### config.mk
export PLATFORM = sky130hd
export DESIGN_NAME = maxpool_1d
export DESIGN_NICKNAME = d
export VERILOG_FILES = /design/src/rtl/cnn_pkg.sv /design/src/rtl/pool_fifo.sv /design/src/rtl/maxpool_1d.sv
export SDC_FILE = /design/constraint.sdc
export NUM_CORES = 1
export LEC_CHECK = 0
export ABC_AREA = 1
export CAP_MARGIN = 20
export CORE_MARGIN = 2
export CORE_UTILIZATION = 50
export DETAILED_ROUTE_END_ITERATION = 10
export GPL_ROUTABILITY_DRIVEN = 0
export PLACE_DENSITY = 0.7
export SYNTH_ARGS = -nofsm -noshare
export SYNTH_HDL_FRONTEND = slang
export SYNTH_HIERARCHICAL = 1
export SYNTH_SLANG_ARGS = --single-unit
### constraint.sdc
create_clock -name clk -period 2.9 [get_ports clk]
set_input_delay 0.725 -clock clk [delete_from_list [all_inputs] [get_ports clk]]
set_output_delay 0.725 -clock clk [all_outputs]
set_load 0.05 [all_outputs]
### src/rtl/cnn_pkg.sv
// Shared definitions for the 1D CNN datapath: default widths and the unsigned
// max helper used by the pooling stage.
package cnn_pkg;

  localparam int CONV_W = 10;
  localparam int POOL_P = 2;

  function automatic logic [31:0] umax(input logic [31:0] a, input logic [31:0] b);
    return (a > b) ? a : b;
  endfunction

endpackage

### src/rtl/pool_fifo.sv
// First-word-fall-through FIFO holding pooled values; the head is always
// presented on dout, and the storage array is left unreset.
module pool_fifo
  import cnn_pkg::*;
#(
  parameter int W     = CONV_W,
  parameter int DEPTH = 4
) (
  input  logic                     clk,
  input  logic                     reset,
  input  logic                     push,
  input  logic                     pop,
  input  logic [W-1:0]             din,
  output logic [W-1:0]             dout,
  output logic                     full,
  output logic                     empty,
  output logic [$clog2(DEPTH):0]   count
);

  localparam int AW = $clog2(DEPTH);

  logic [W-1:0]  mem [DEPTH];
  logic [AW-1:0] wr_ptr;
  logic [AW-1:0] rd_ptr;
  logic [AW:0]   cnt;
  logic          do_push;
  logic          do_pop;

  assign full    = (cnt == (AW+1)'(DEPTH));
  assign empty   = (cnt == '0);
  assign do_push = push & ~full;
  assign do_pop  = pop & ~empty;
  assign dout    = mem[rd_ptr];
  assign count   = cnt;

  always_ff @(posedge clk) begin
    if (do_push) begin
      mem[wr_ptr] <= din;
    end
  end

  // Pointers wrap naturally because DEPTH is a power of two.
  always_ff @(posedge clk or posedge reset) begin
    if (reset) begin
      wr_ptr <= '0;
      rd_ptr <= '0;
      cnt    <= '0;
    end else begin
      if (do_push) wr_ptr <= wr_ptr + AW'(1);
      if (do_pop)  rd_ptr <= rd_ptr + AW'(1);
      case ({do_push, do_pop})
        2'b10:   cnt <= cnt + (AW+1)'(1);
        2'b01:   cnt <= cnt - (AW+1)'(1);
        default: cnt <= cnt;
      endcase
    end
  end

endmodule

### src/rtl/maxpool_1d.sv
// 1D max pooling (window and stride P) over the convolution result stream,
// with pooled values buffered in a small FWFT FIFO drained by valid/ready.
module maxpool_1d
  import cnn_pkg::*;
#(
  parameter int W     = CONV_W,
  parameter int P     = POOL_P,
  parameter int DEPTH = 4
) (
  input  logic         clk,
  input  logic         reset,
  input  logic         InValid,
  input  logic [W-1:0] InData,
  input  logic         InLast,
  output logic         InReady,
  output logic         OutValid,
  output logic [W-1:0] OutData,
  input  logic         OutReady,
  output logic         Overflow
);

  localparam int            CW       = $clog2(P);
  localparam int            NW       = $clog2(DEPTH) + 1;
  localparam logic [CW-1:0] LAST_IDX = CW'(P - 1);

  logic [CW-1:0] win_cnt_p0;
  logic [W-1:0]  acc_p0;
  logic          overflow_p0;

  logic          accept;
  logic          first_elem;
  logic          close_win;
  logic          take_new;
  logic [W-1:0]  win_max;
  logic          pop;
  logic          fifo_full;
  logic          fifo_empty;
  logic [NW-1:0] fifo_count;
  logic [W-1:0]  fifo_dout;

  assign accept     = InValid & InReady;
  assign first_elem = (win_cnt_p0 == '0);
  assign close_win  = accept & ((win_cnt_p0 == LAST_IDX) | InLast);
  // Select rather than compute, so the pooled value is always an input sample.
  assign take_new   = (umax(32'(acc_p0), 32'(InData)) == 32'(InData));
  assign win_max    = (first_elem | take_new) ? InData : acc_p0;

  // ---- stage p0: window accumulate / close ----
  always_ff @(posedge clk or posedge reset) begin
    if (reset) begin
      win_cnt_p0  <= '0;
      acc_p0      <= '0;
      overflow_p0 <= 1'b0;
    end else begin
      if (accept) begin
        acc_p0     <= win_max;
        win_cnt_p0 <= close_win ? '0 : win_cnt_p0 + CW'(1);
      end
      if (InValid & ~InReady) begin
        overflow_p0 <= 1'b1;
      end
    end
  end

  // ---- output buffer ----
  pool_fifo #(
    .W     (W),
    .DEPTH (DEPTH)
  ) u_fifo (
    .clk   (clk),
    .reset (reset),
    .push  (close_win),
    .pop   (pop),
    .din   (win_max),
    .dout  (fifo_dout),
    .full  (fifo_full),
    .empty (fifo_empty),
    .count (fifo_count)
  );

  assign InReady  = ~fifo_full;
  assign OutValid = (fifo_count != '0);
  assign pop      = OutValid & OutReady;
  assign OutData  = fifo_empty ? '0 : fifo_dout;
  assign Overflow = overflow_p0;

endmodule

Word level (Yosys, flattened, before mapping)
Memories as Yosys holds them, arrays and structs flattened.
Cells that the tools add are included.
Cells by class
  add/sub/neg operators: 5
  $lt $le $gt $ge: 1
  eq/ne operators: 4
  mux-type cells: 7
  bitwise gates (word level): 11
  reductions and logical operators: 3
Operator list (count)
  $mux W10: 3
  $eq A10 B10 Y1: 1
  $gt A10 B10 Y1: 1
  $and A1 B1 Y1: 6
  $pmux W3 S2: 1
  $add A2 B1 Y2 const B: 2
  $add A3 B1 Y3 const B: 1
  $eq A3 B3 Y1 const B: 1
  $logic_not A3 Y1: 1
  $mux W1: 3
  $not A1 Y1: 3
  $reduce_bool A3 Y1: 1
  $sub A3 B1 Y3 const B: 1
  $eq A2 B1 Y1 const B: 1
  $eq A2 B2 Y1 const B: 1
  $or A1 B1 Y1: 2
  $reduce_bool A2 Y1: 1
  $add A1 B1 Y1 const B: 1
Storage, ports and cells
  register bits after elaboration: 19
  bits in writable memories: 40
  input bits: 15
  output and inout port bits: 13
  word-level logic and storage cells: 38
  memories: 1
Memories
  u_fifo.mem: words 4, width 10, rd ports 1, clocked after memory_dff 0, write ports 1, RTL line pool_fifo.sv:22  | logic [W-1:0] mem [DEPTH];

Longest topological paths before layout
Gate-level depths: netlist of the first run.
  word-level depth: 7
  depth in mapped cells: 15
  depth with buffers taken out: 15

Cells and area by module
Netlist of the first run, hierarchy kept.
Modules (own cells, without submodules)
  pool_fifo: instances 1, cells an instance 179, area an instance 2112.0 um^2, sequential area each 1376.3 um^2
  maxpool_1d: instances 1, cells an instance 197, area an instance 1229.9 um^2, sequential area each 300.3 um^2

Worst setup path before layout of the first run
OpenSTA, ideal clock, no wires.
  kind: register -> register
  from: reg u_fifo.cnt[0], in the netlist u_fifo/count[0]
  to: reg u_fifo.cnt[1], in the netlist u_fifo/count[1]
  library setup time: 0.083 ns
  arrival: 2.267 ns
  data required time: 2.817 ns
  setup slack: 0.551 ns
  stages on the path, launching flop included: 12
  path buffers: 0
  clock period less this slack: 2.349 ns
  path through: dfrtp_1 > inv_1 > nand3_2 > inv_1 > inv_1 > nand2_1 > nor2_1 > nand2_4 > ha_1 > inv_1 > fa_1 > o21ai_0
On the way
  longest elaborated chain between the ends: 7
  elaborated cells on any way between the ends: 16
  classes of those cells: 2 x add/sub; 3 x eq/ne; 1 x mux; 7 x bitwise; 3 x reduce/logical
Ends and longest elaborated chain
  start: declaration: RTL line pool_fifo.sv:25  | logic [AW:0] cnt;
  start signal: assignment: RTL line pool_fifo.sv:52  | 2'b10: cnt <= cnt + (AW+1)'(1);
  start signal: assignment: RTL line pool_fifo.sv:53  | 2'b01: cnt <= cnt - (AW+1)'(1);
  start signal: assignment: RTL line pool_fifo.sv:54  | default: cnt <= cnt;
  $eq A3 B3 Y1 *: RTL line pool_fifo.sv:29  | assign full = (cnt == (AW+1)'(DEPTH));
  net fifo_full: RTL line maxpool_1d.sv:36  | logic fifo_full;
  $not A1 Y1 *: RTL line maxpool_1d.sv:81  | assign InReady = ~fifo_full;
  net InReady: RTL line maxpool_1d.sv:15  | output logic InReady,
  $and A1 B1 Y1 *: RTL line maxpool_1d.sv:41  | assign accept = InValid & InReady;
  $and A1 B1 Y1 *: RTL line maxpool_1d.sv:43  | assign close_win = accept & ((win_cnt_p0 == LAST_IDX) | InLast);
  net close_win: RTL line maxpool_1d.sv:32  | logic close_win;
  $and A1 B1 Y1 *: RTL line pool_fifo.sv:31  | assign do_push = push & ~full;
  $eq A2 B1 Y1 or $eq A2 B2 Y1 (tied branches): RTL line pool_fifo.sv:51  | case ({do_push, do_pop})
  $pmux W3 S2 or $reduce_bool A2 Y1 (tied branches)
The timed path passes the listed nets; every way through them passes the cells marked *.
A chain may end at the register's enable or synchronous reset.

Worst setup path in the final report of the first run
  from: reg u_fifo.cnt[0], in the netlist u_fifo/count[0]
  to: out InReady
On the way
  longest elaborated chain between the ends: 2
Ends and longest elaborated chain (RTL line)
  $eq A3 B3 Y1: pool_fifo.sv:29
  net fifo_full: maxpool_1d.sv:36
  $not A1 Y1: maxpool_1d.sv:81
  end: declaration: maxpool_1d.sv:15
The timed path passes the listed nets, and every way through them passes these cells.

==> results.txt, run 1 <==
* Clock skew: 0.00695 ns
* Chip height: 85.8 um
- Slack of the worst reg-to-reg path: around 0.70 ns
* Terminus of the critical flop-to-flop path: u_fifo/count[1]
- Slowest library cell on the worst path: clkdlybuf4s50_1
- Sum of buffers and inverters on the critical path: 4
* ANT nets after route: 0
- Post-route minimum period: 2.62 ns
- Max-cap violations in this run came to 0.
- For the worst setup path, the data arrival time is 1.90 ns.
- Family with the most delay on the worst path: buffers and inverters
- Dividing total power by cell area gives a power density of approximately 1100 nW/um^2.
- The worst path meets setup with between 0.2 and 0.3 ns of slack.
- After clock tree synthesis, the setup repair step added 0 buffers.
- In this run the static leakage power is 0.00191 uW.
- In the routed design, unresolved DRC markers number 0.
* Yosys cell types: 30
* Iteration count of the initial detailed-routing pass: 6
- nand2_1 is the most common cell in the netlist.
- Biggest cell delay along the critical path: 0.69 ns
- Chip width: around 86 um
- Crit path capture type: output port
- Kind of start point of the critical path: flop
- The number of antenna violations at the first check in global routing came to 0.
* Number of buffers inserted for hold repair after clock tree synthesis: 0
- Crit-path cells: inv_1, nand3_2, inv_1, inv_1, clkdlybuf4s50_1
- The worst hold path belongs to the class reg2reg.
- The number of clock buffers added by TritonCTS is 9.
- The region available for standard cell placement spans 6420 um^2.
* Number of sinks handled by clock tree synthesis: 59
- Yosys attributes the largest share of cell area to edfxtp_1 36%, dfrtp_1 14%, nand2_1 12%.
- Global router's overall resource usage: 0.178
* Final-report setup violation count: 0
* TritonCTS clock tree: built
- Worst setup path start: u_fifo/count[0]
- Syn Area/Cell: 8.89 um^2
* Crit-path most repeated cell: inv_1
* Worst hold path cell count: 1
- Global-route congestion overflow total: 0
* Global-route wire length before repair: between 10 and 15 mm
* Required time at the worst-slack endpoint: 2.17 ns
- Maximum number of pins on one net before global-route repair: between 40 and 50
- Asr flop ratio synth: 0.322
- 0 antenna diodes ended up in the layout.
* Worst Setup Slack post-DPL: -0.00972 ns
* Sum of routed wire length over all layers: 6.03 mm
* Total I/O pin count: 28
* Clock root buffer: clkbuf_8
- Critical register-to-register path startpoint: u_fifo/count[0]
- Insertion delay to the later sink of the worst-skew pair: approximately 0.33 ns
- Setup repair after global routing left no endpoint under its margin.
- Yosys warns: 6
- Minimum hold slack: 0.457 ns
* Maximum clock frequency: 381 MHz
- For this configuration, the core starts out at a cell density of 0.520.
* Number of port buffers: 27
- Final core utilization: 0.600
- Largest fanout on the critical path: 4
- Length in cells of the worst reg-to-reg path: 11
- At the pin with the least slew margin, the transition time is about 0.67 ns.
- The critical path crosses 5 cells after its start point.
- Total number of vias: around 2400
* Cell area after synthesis: 3340 um^2
* Number of nets produced by synthesis: around 410
- The final count of pins violating max slew came to 0.
- Total Negative Setup Slacks: 0 ns
* Remaining max-slew budget at the tightest pin: 0.556
* Syn Inst Count: roughly 380
* Clock Tree Buf Depth: 2
- Most numerous cell types in the synthesized netlist: 108 x nand2_1, 77 x inv_1, 40 x edfxtp_1, 23 x nor2_1, 19 x dfrtp_1
- Of the available clock period, the critical path in the final layout requires 0.904.
- Synth-to-Final Area Change: 15.4%
* Worst voltage drop across the vdd grid: 432 uV
- In this run, the number of DRC markers left after iteration 0 of detailed routing was 72.
- For this run, the post-layout net count is 445.
- Area of the die: 7350 um^2
- Of the cells placed in the final design, the portion with a size suffix greater than 1 is 0.122.
* Status: complete, no violations
* Placed instance area: approximately 3700 um^2
- In the final routed layout, each cell accounts on average for 12.2 um.
- The number of global-route vias before repair was 2191.
* Detail-routed via count per cell: 4.79
- After clock tree synthesis, the clock-pin slew on the worst setup and hold paths is 0.07 ns.
* Cells resized by post-CTS repair: 0
- EDFF count, synth: 40
- The most used flip-flop cell after synthesis is edfxtp_1.
- For this run, the register share of the synthesized area comes to 0.502.
- The largest total area in the synthesized netlist belongs to edfxtp_1.
- Summed over all nets, the half-perimeter wirelength after detailed placement is 4.48 mm.
* # rows: 29
- Critical path class: reg2out
* Fraction of post-synthesis cell area in the top cell type by area: 0.359
- Crit path capture: InReady
- Area of all placed cells without fillers: 3850 um^2
- Number of hold violations in the final report: 0
- The synthesized design contains 59 register bits.
* H-tree Lvls: 3
[where the power goes]
group	total (uW)	switching [uW]	leakage, uW	internal (uW)
sequential	1390	159	0.000591	1230
clock	698	309	0.0000935	389
combinational	2280	1520	0.00122	756
[worst min-delay path by stage]
stage | startpoint | slack (ns) | end
final | Overflow | 0.46 | Overflow
after global routing | Overflow | 0.49 | Overflow
after CTS | Overflow | 0.46 | Overflow
after detailed placement | Overflow | 0.45 | Overflow
after global placement | Overflow | 0.44 | Overflow
after floorplan | u_fifo/count[0] | 0.46 | u_fifo/count[0]
[worst reg2reg max path: cells and delay by family (launching register included)]
kind                       cells  cell delay [ns]
adders and majority gates      2             0.64
DFF                            1             0.38
and+or+nand+nor                4             0.61
AOI/OAI and AO/OA              1             0.15
buffers and inverters          4             0.34
[registers in the layout, summed over array words and instances, names as in the netlist]
| register | count |
|---|---|
| win_cnt_p0 | 1 |
| u_fifo/count | 3 |
| acc_p0 | 10 |
| u_fifo/mem | 40 |
| Overflow | 1 |
| u_fifo/wr_ptr | 2 |
| u_fifo/rd_ptr | 2 |
[cell families after synthesis]
| group | after synthesis | synth area share |
|---|---|---|
| xor gates and xnor gates | 5 | 0.0131 |
| DFF | 59 | 0.502 |
| buffers and inverters | 91 | 0.119 |
| AOI/OAI and AO/OA | 27 | 0.0670 |
| and+or+nand+nor | 178 | 0.237 |
| adders and majority gates | 16 | 0.0621 |
[routing by layer]
metal | wire length [um] | global-route usage | up-vias
met5 | 0 | 0 | -
met4 | 60 | 0.0693 | 0
met3 | 260 | 0.0298 | 7
met2 | 2840 | 0.296 | 46
met1 | 2880 | 0.235 | 1048
li1 | - | - | 1274
[area by class of cell]
type	count	area, um^2
Fill cell	546	2570
Sequential cell	59	1680
Multi-Input combinational cell	226	1270
Timing Repair Buffer	39	335
Inverter	79	297
Clock buffer	10	128
Tap cell	77	96.3
Clock inverter	6	56.3
[metrics by stage]
step                std cells  total power, uW
CTS                       496             4400
global placement          480             3650
floorplan                 376             3170
finish                    496             4370
detailed placement        480             3700
global route              496             4710
[cells in the final DEF (no fill, tap or decap), drive strengths merged]
cell type | synthesis | routed
a21o | 2 | 2
a21oi | 2 | 2
and2 | 11 | 11
buf | 8 | 22
bufinv | 0 | 1
clkbuf | 4 | 10
clkdlybuf4s50 | 0 | 17
clkinv | 0 | 4
clkinvlp | 0 | 1
dfrtp | 19 | 19
edfxtp | 40 | 40
fa | 1 | 1
ha | 15 | 15
inv | 79 | 79
nand2 | 109 | 109
nand3 | 21 | 21
nand3b | 1 | 1
nand4 | 11 | 11
nor2 | 24 | 24
o211ai | 20 | 20
o21ai | 1 | 1
o21bai | 1 | 1
o22ai | 1 | 1
or3 | 1 | 1
xnor2 | 4 | 4
xor2 | 1 | 1
Note: power is estimated with default switching activity, not from simulation.
==> run 2: changes to the inputs <==
--- a/config.mk
+++ b/config.mk
@@ -12,6 +12,8 @@
 export DETAILED_ROUTE_END_ITERATION = 10
 export GPL_ROUTABILITY_DRIVEN = 0
 export PLACE_DENSITY = 0.7
+export SETUP_SLACK_MARGIN = 0.2
+export SLEW_MARGIN = 30
 export SYNTH_ARGS = -nofsm -noshare
 export SYNTH_HDL_FRONTEND = slang
 export SYNTH_HIERARCHICAL = 1
==> run 2 against run 1 <==
Worst hold slack about the same; cell area rose by 1.0%; wire length is 1.1% higher; core utilization is 0.60 points higher; count of clock-buffer cells in the layout unchanged; sequential share of layout area is 0.43 points lower; flip-flop and latch count unchanged; critical path depth shrank 3; global-route usage stayed put; die area unchanged; clock skew grew 0.00081 ns; critical path type unchanged.
==> results.txt, run 2 (synthesized netlist as in run 1, its figures left out) <==
- The critical path runs through a total of 2 cells.
- Maximum number of pins on one net before global-route repair: 42
- Slowest library cell on the worst path: clkdlybuf4s50_1
* Worst voltage drop across the vdd grid: 435 uV
- In this run the critical register-to-register path is captured at u_fifo/count[1].
- Clock root buffer: clkbuf_8
- Measured in cells, the most critical reg-to-reg path has a length of 11.
* Global-route wire length before repair: between 10 and 15 mm
* CP arrival: 1.82 ns
* Wirelength per Cell: 12.2 um
- The clock net in this run drives a total of slightly below 60 sinks.
- Chip width: approximately 86 um
- For the worst-skew pair, the clock arrives at the later sink with an insertion delay of between 0.3 and 0.4 ns.
- The analysis attributes to cell leakage a power of approximately 0.0019 uW.
* Pins Over Slew Limit: 0
- The number of global-route vias before repair is 2191.
- Along the worst hold path, the cell count comes to 1.
* Launch instance of the worst min-delay path: Overflow
- Chip height: around 86 um
- # rows: 29
* Clock skew: approximately 0.0078 ns
- Fraction of the cycle the final worst path needs: 0.879
- Final-report setup violation count: 0
- Clock-pin slew was measured on the worst setup and hold paths at around 0.07 ns.
* H-tree Lvls: 3
* Commonest cells after routing, fill and taps aside: 108 x nand2_1, 76 x inv_1, 40 x edfxtp_1, 25 x buf_4, 23 x nor2_1
* Required time at the worst-slack endpoint: around 2.2 ns
- In this run, placement finished with an instance count of 480.
- During placement, the flow inserted port buffers numbering 27.
- Across every metal layer, demand over resource in global routing totals 0.178.
* Core area: 6420 um^2
- Most frequent standard cell in the layout excluding fill and tap cells: nand2_1
- Crit path capture type: output port
- Flip-flop count of the largest register after layout: 40
- Largest reg by FF count: u_fifo/mem
- For this run, the share of the core covered by cells in the final layout is 0.606.
- Share of post-route cells with drive strength above 1: 0.130
- The pre-antenna-repair detailed-routing pass consisted of 6 iterations.
- Number of buffers created by CTS: 9
* Biggest cell delay along the critical path: 0.71 ns
- After routing the design area is 3890 um^2.
- The flow ran to the end, and the final reports show no timing, DRC or antenna violations.
- In this run the cell area measured after placement is 3670 um^2.
- Maximum clock frequency: 392 MHz
- Largest fanout on the critical path: 3
* # fillers: 542
- The worst hold path terminates at Overflow.
* Total number of vias: between 2000 and 2500
* Worst Setup Slack post-DPL: -0.00972 ns
- TritonCTS clock tree: built
- Maximum capacitance violations: 0
- DRC Markers: 0
- Antenna diode instance count: 0
- RSZ-0062 raised after global routing: no
- Least-Margin Pin Slew: 0.495 ns
* Initial Util: 0.520
- The kind of cell with the highest combined delay along the critical path is buffers and inverters.
* Detailed-placement wirelength estimate: 4.48 mm
* Crit-path cells: or3_1, clkdlybuf4s50_1
- The multi-input combinational cells in the finished layout cover a total of around 1300 um^2.
- The die covers about 7400 um^2.
- Hold WC Path Type: reg2reg
* Critical register-to-register path startpoint: u_fifo/count[0]
- Power density of the placed cells: roughly 1100 nW/um^2
- 28 I/O pins were placed.
- In this run the remaining antenna-violating nets after routing total 0.
- Number of antenna violations at the first check in global routing: 0
- Kind of start point of the critical path: flop
* Sum of routed wire length over all layers: 6.10 mm
- Sum of buffers and inverters on the critical path: 1
- Number of buffers inserted for hold repair after clock tree synthesis: 0
- The worst path in the final design needs a cycle of 2.55 ns, including I/O delays and setup.
* Worst path setup slack after routing: ~0.35 ns
- Detail-routed via count per cell: between 4 and 5
- From synthesis to final layout, the design area changed by 16.5%.
* Global-route congestion overflow total: 0
- Nets@finish: 448
- The detailed router finished its first iteration with 83 violations.
- Once layout is complete, the cells apart from fillers number 499.
- Counting along the longest clock path gives a buffer depth of 2.
* Remaining max-slew budget at the tightest pin: 0.669
- Sequential cell area in the final layout: about 1700 um^2
- The worst setup path is of the reg2out kind.
- Number of hold violations in the final report: 0
* Slack of the worst reg-to-reg path: 0.71 ns
run 2: worst max-delay path by stage:
stage	start	to	slack, ns
2_1_floorplan	u_fifo/count[0]	u_fifo/count[1]	0.55
3_3_place_gp	InData[8]	u_fifo/mem[3][1]	0.05
3_5_place_dp	InData[9]	u_fifo/mem[2][6]	-0.01
4_1_cts	u_fifo/count[0]	InReady	0.27
5_1_grt	InData[9]	u_fifo/mem[2][8]	0.21
6_report	u_fifo/count[1]	OutValid	0.35
run 2: area by class of cell:
type                       instances  share of cell area
clock buffer                      10              0.0328
clock inverter                     6              0.0145
inverter                          79              0.0778
multi-input combinational        226               0.327
sequential                        59               0.431
tap                               77              0.0247
timing repair buffer              42              0.0925
run 2: metrics by stage:
stage                     setup TNS, ns  power (uW)  hold WS, ns
after global placement                0        3650        0.440
after detailed placement        -0.0839        3700        0.447
after global routing                  0        4760        0.488
after floorplan                       0        3170        0.462
final                                 0        4410        0.457
after CTS                             0        4400        0.462
run 2: repair_timing:
| action | CTS | global route |
|---|---|---|
| setup endpoints to repair | 0 | 52 |
| setup buffers | 0 | 3 |
| resized for setup | 0 | 5 |
run 2: power breakdown:
part           switching [uW]  internal [uW]
clock network             308            389
logic                    1540            783
registers                 162           1230
run 2: routing by layer:
layer | part of all wire | vias to the layer above | GRT usage | wire length [um]
met5 | 0 | - | 0 | 0
met3 | 0.041 | 7 | 0.0298 | 251
met4 | 0.010 | 0 | 0.0693 | 61
li1 | - | 1283 | - | -
met2 | 0.47 | 49 | 0.296 | 2880
met1 | 0.48 | 1047 | 0.235 | 2910
run 2: worst reg2reg max path: stages (launching register included):
cell and delay [ns]:
dfrtp_1 0.38, inv_1 0.11, nand3_2 0.14, inv_1 0.07
inv_1 0.07, nand2_1 0.07, nor2_1 0.28, nand2_4 0.12
ha_1 0.23, inv_1 0.09, fa_1 0.41, o21ai_0 0.15
==> run 3: changes to the inputs <==
--- a/config.mk
+++ b/config.mk
@@ -6,13 +6,12 @@
 export NUM_CORES = 1
 export LEC_CHECK = 0
 export ABC_AREA = 1
-export CAP_MARGIN = 20
+export CAP_MARGIN = 15
 export CORE_MARGIN = 2
 export CORE_UTILIZATION = 50
 export DETAILED_ROUTE_END_ITERATION = 10
 export GPL_ROUTABILITY_DRIVEN = 0
-export PLACE_DENSITY = 0.7
-export SETUP_SLACK_MARGIN = 0.2
+export PLACE_DENSITY = 0.73
 export SLEW_MARGIN = 30
 export SYNTH_ARGS = -nofsm -noshare
 export SYNTH_HDL_FRONTEND = slang
==> run 3 against run 2 <==
The flow now finishes with violations (DRC); fmax decreased by 3.2%; worst hold slack improved by 0.0032 ns; flip-flop and latch count unchanged; combinational power about the same; global-route usage increased by 0.71 points; count of clock-buffer cells in the layout increased by 1; setup slack got worse by 0.085 ns; first-iteration DRC count increased by 96%; power about the same; final cell count decreased by 1.2%; via count increased by 1.2%; clock skew increased by 0.0027 ns; largest cell class unchanged; highest routed layer unchanged.
==> results.txt, run 3 (synthesized netlist as in run 1, its figures left out) <==
- On the final layout, the worst hold slack is 0.460 ns.
* Slack of the worst reg-to-reg path: between 0.6 and 0.7 ns
- The repair_antennas step left the layout with diodes totalling 0.
- The signal on the critical path passes through inv_1, nand3_2, inv_1, inv_1, clkdlybuf4s50_1.
- The share of total power dissipated in the clock network is 0.165.
* Status: complete, but fails checks
- Kind of start point of the critical path: flop
- Dividing the detail-routed wire length by the instance count gives 12.6 um.
- STA classifies the critical path endpoint as an output port.
- Worst path setup slack after routing: 0.266 ns
- Timing analysis after detailed placement gives a worst setup slack of -0.00411 ns.
- Total I/O pin count: 28
- Total number of vias: 2415
- Combinational group share of total power: 0.521
* Clock root buffer: clkbuf_8
- The final layout contains routed wiring with a total length of 6.20 mm.
- Core area: ~6400 um^2
- After the first detailed-routing iteration, the DRC count stood at 163.
- Number of antenna violations at the first check in global routing: 0
- RSZ-0062 raised after global routing: no
* Fraction of the cycle the final worst path needs: 0.908
* Crit-path most repeated cell: inv_1
- At the pin with the least slew margin, the transition time is 0.661 ns.
- The analysis attributes to net switching a power of 2010 uW.
- Buffers added to address setup during post-CTS repair amount to 0.
- Sw frac: 0.456
- The cell family contributing the most delay on the critical path is buffers and inverters.
* Global-route congestion overflow total: 0
- Maximum clock frequency: 380 MHz
- The hold violation total from the final report came to 0.
- Number of sinks handled by clock tree synthesis: 59
* Area of the die: 7350 um^2
- Hold WC Path Type: reg2reg
- Final core utilization: 0.598
- Sum of buffers and inverters on the critical path: 4
* Slowest library cell on the worst path: clkdlybuf4s50_1
- Nets@finish: ~440
- After routing the design area is 3840 um^2.
* Chip width: 85.8 um
- For this design the static power due to leakage is between 0.0015 and 0.002 uW.
- Clock-pin transition on the worst setup and hold timing paths: 0.07 ns
- On the worst path, the slowest cell contributes a delay of just under 0.8 ns.
* Maximum number of pins on one net before global-route repair: 42
- Buffers inserted to repair hold after CTS numbered 0.
- Post-route minimum period: 2.63 ns
- The number of global-route vias before repair is 2252.
- Placed instance area: 3650 um^2
* Commonest cells after routing, fill and taps aside: 108 x nand2_1, 77 x inv_1, 40 x edfxtp_1, 23 x nor2_1
- The final count of pins violating max slew was 0.
- Largest reg by FF count: u_fifo/mem
* Global-route wire length before repair: 10.6 mm
* DRC Markers: 4
- The detail route stage leaves a number of antenna-violating nets equal to 0.
- The clock reaches the later pin of the worst-skew pair after 0.33 ns.
- Setup violations remaining at the end of the flow were counted as 0.
* Maximum capacitance violations: 0
- Along the worst path, the maximum fanout reaches 4.
* Total Negative Setup Slacks: 0 ns
* Worst voltage drop across the vdd grid: 477 uV
- Initial Util: 0.520
- TritonCTS built the clock tree.
- The wire-length estimate of the detail-placed layout is 4.58 mm.
- Once the clock tree was built, the resizer swapped 0 gates to a different size.
- Remaining max-slew budget at the tightest pin: 0.559
- The share of total power dissipated in sequential elements is 0.313.
* Internal Dissipation: 2400 uW
* Number of buffers created by CTS: 9
- Synth-to-Final Area Change: 15.0%
- Critical path class: reg2out
* Clock skew: 0.0105 ns
- Detail-routed via count per cell: 4.90
* CP arrival: 1.91 ns
- For this design the ratio of total power to cell area is 1150 nW/um^2.
* Iteration count of the initial detailed-routing pass: 8
* Required time at the worst-slack endpoint: 2.17 ns
* Violations in the final reports: DRC
- Number of port buffers: 27
* H-tree Lvls: 3
- In this run the core area contains 29 standard-cell rows.
- In the final layout, the share of cells above drive strength 1 is 0.118.
- Global router's overall resource usage: 0.185
- Most frequent standard cell in the layout excluding fill and tap cells: nand2_1
- The die is ~86 um tall.
- Clock Tree Buf Depth: 2
* Flip-flop count of the largest register after layout: 40
## run 3: final cells by class
type,count,area (um^2)
clock inverter,5,53.8
clock buffer,11,141
multi-input combinational,226,1270
timing repair buffer,36,313
inverter,79,297
tap,77,96.3
sequential,59,1680
fill,536,2580
## run 3: per-layer routing
metal | vias to the layer above | part of all wire | track usage
li1 | 1264 | - | -
met4 | 0 | 0.0055 | 0.0534
met1 | 1097 | 0.48 | 0.257
met2 | 50 | 0.47 | 0.299
met3 | 4 | 0.047 | 0.0366
met5 | - | 0 | 0
## run 3: worst paths after layout
kind,start,to,depth (start not counted)
max,u_fifo/count[0],InReady,5
min,Overflow,Overflow,1
max reg2reg,u_fifo/count[0],u_fifo/count[1],11
min reg2reg,Overflow,Overflow,1
max in group asynchronous,reset,acc_p0[5],2
min in group asynchronous,reset,u_fifo/count[2],2
## run 3: power groups by stage
stage / registers [uW] / clock network [uW] / logic [uW]
after global routing: 1420 / 786 / 2570
after detailed placement: 1400 / 0 / 2310
after floorplan: 1390 / 0 / 1780
final: 1380 / 730 / 2300
after global placement: 1400 / 0 / 2250
after CTS: 1380 / 742 / 2310
## run 3: stage by stage
stage / power, uW / cells
floorplan: 3170 / 376
global placement: 3640 / 477
detailed placement: 3710 / 477
CTS: 4440 / 493
global route: 4770 / 493
finish: 4410 / 493
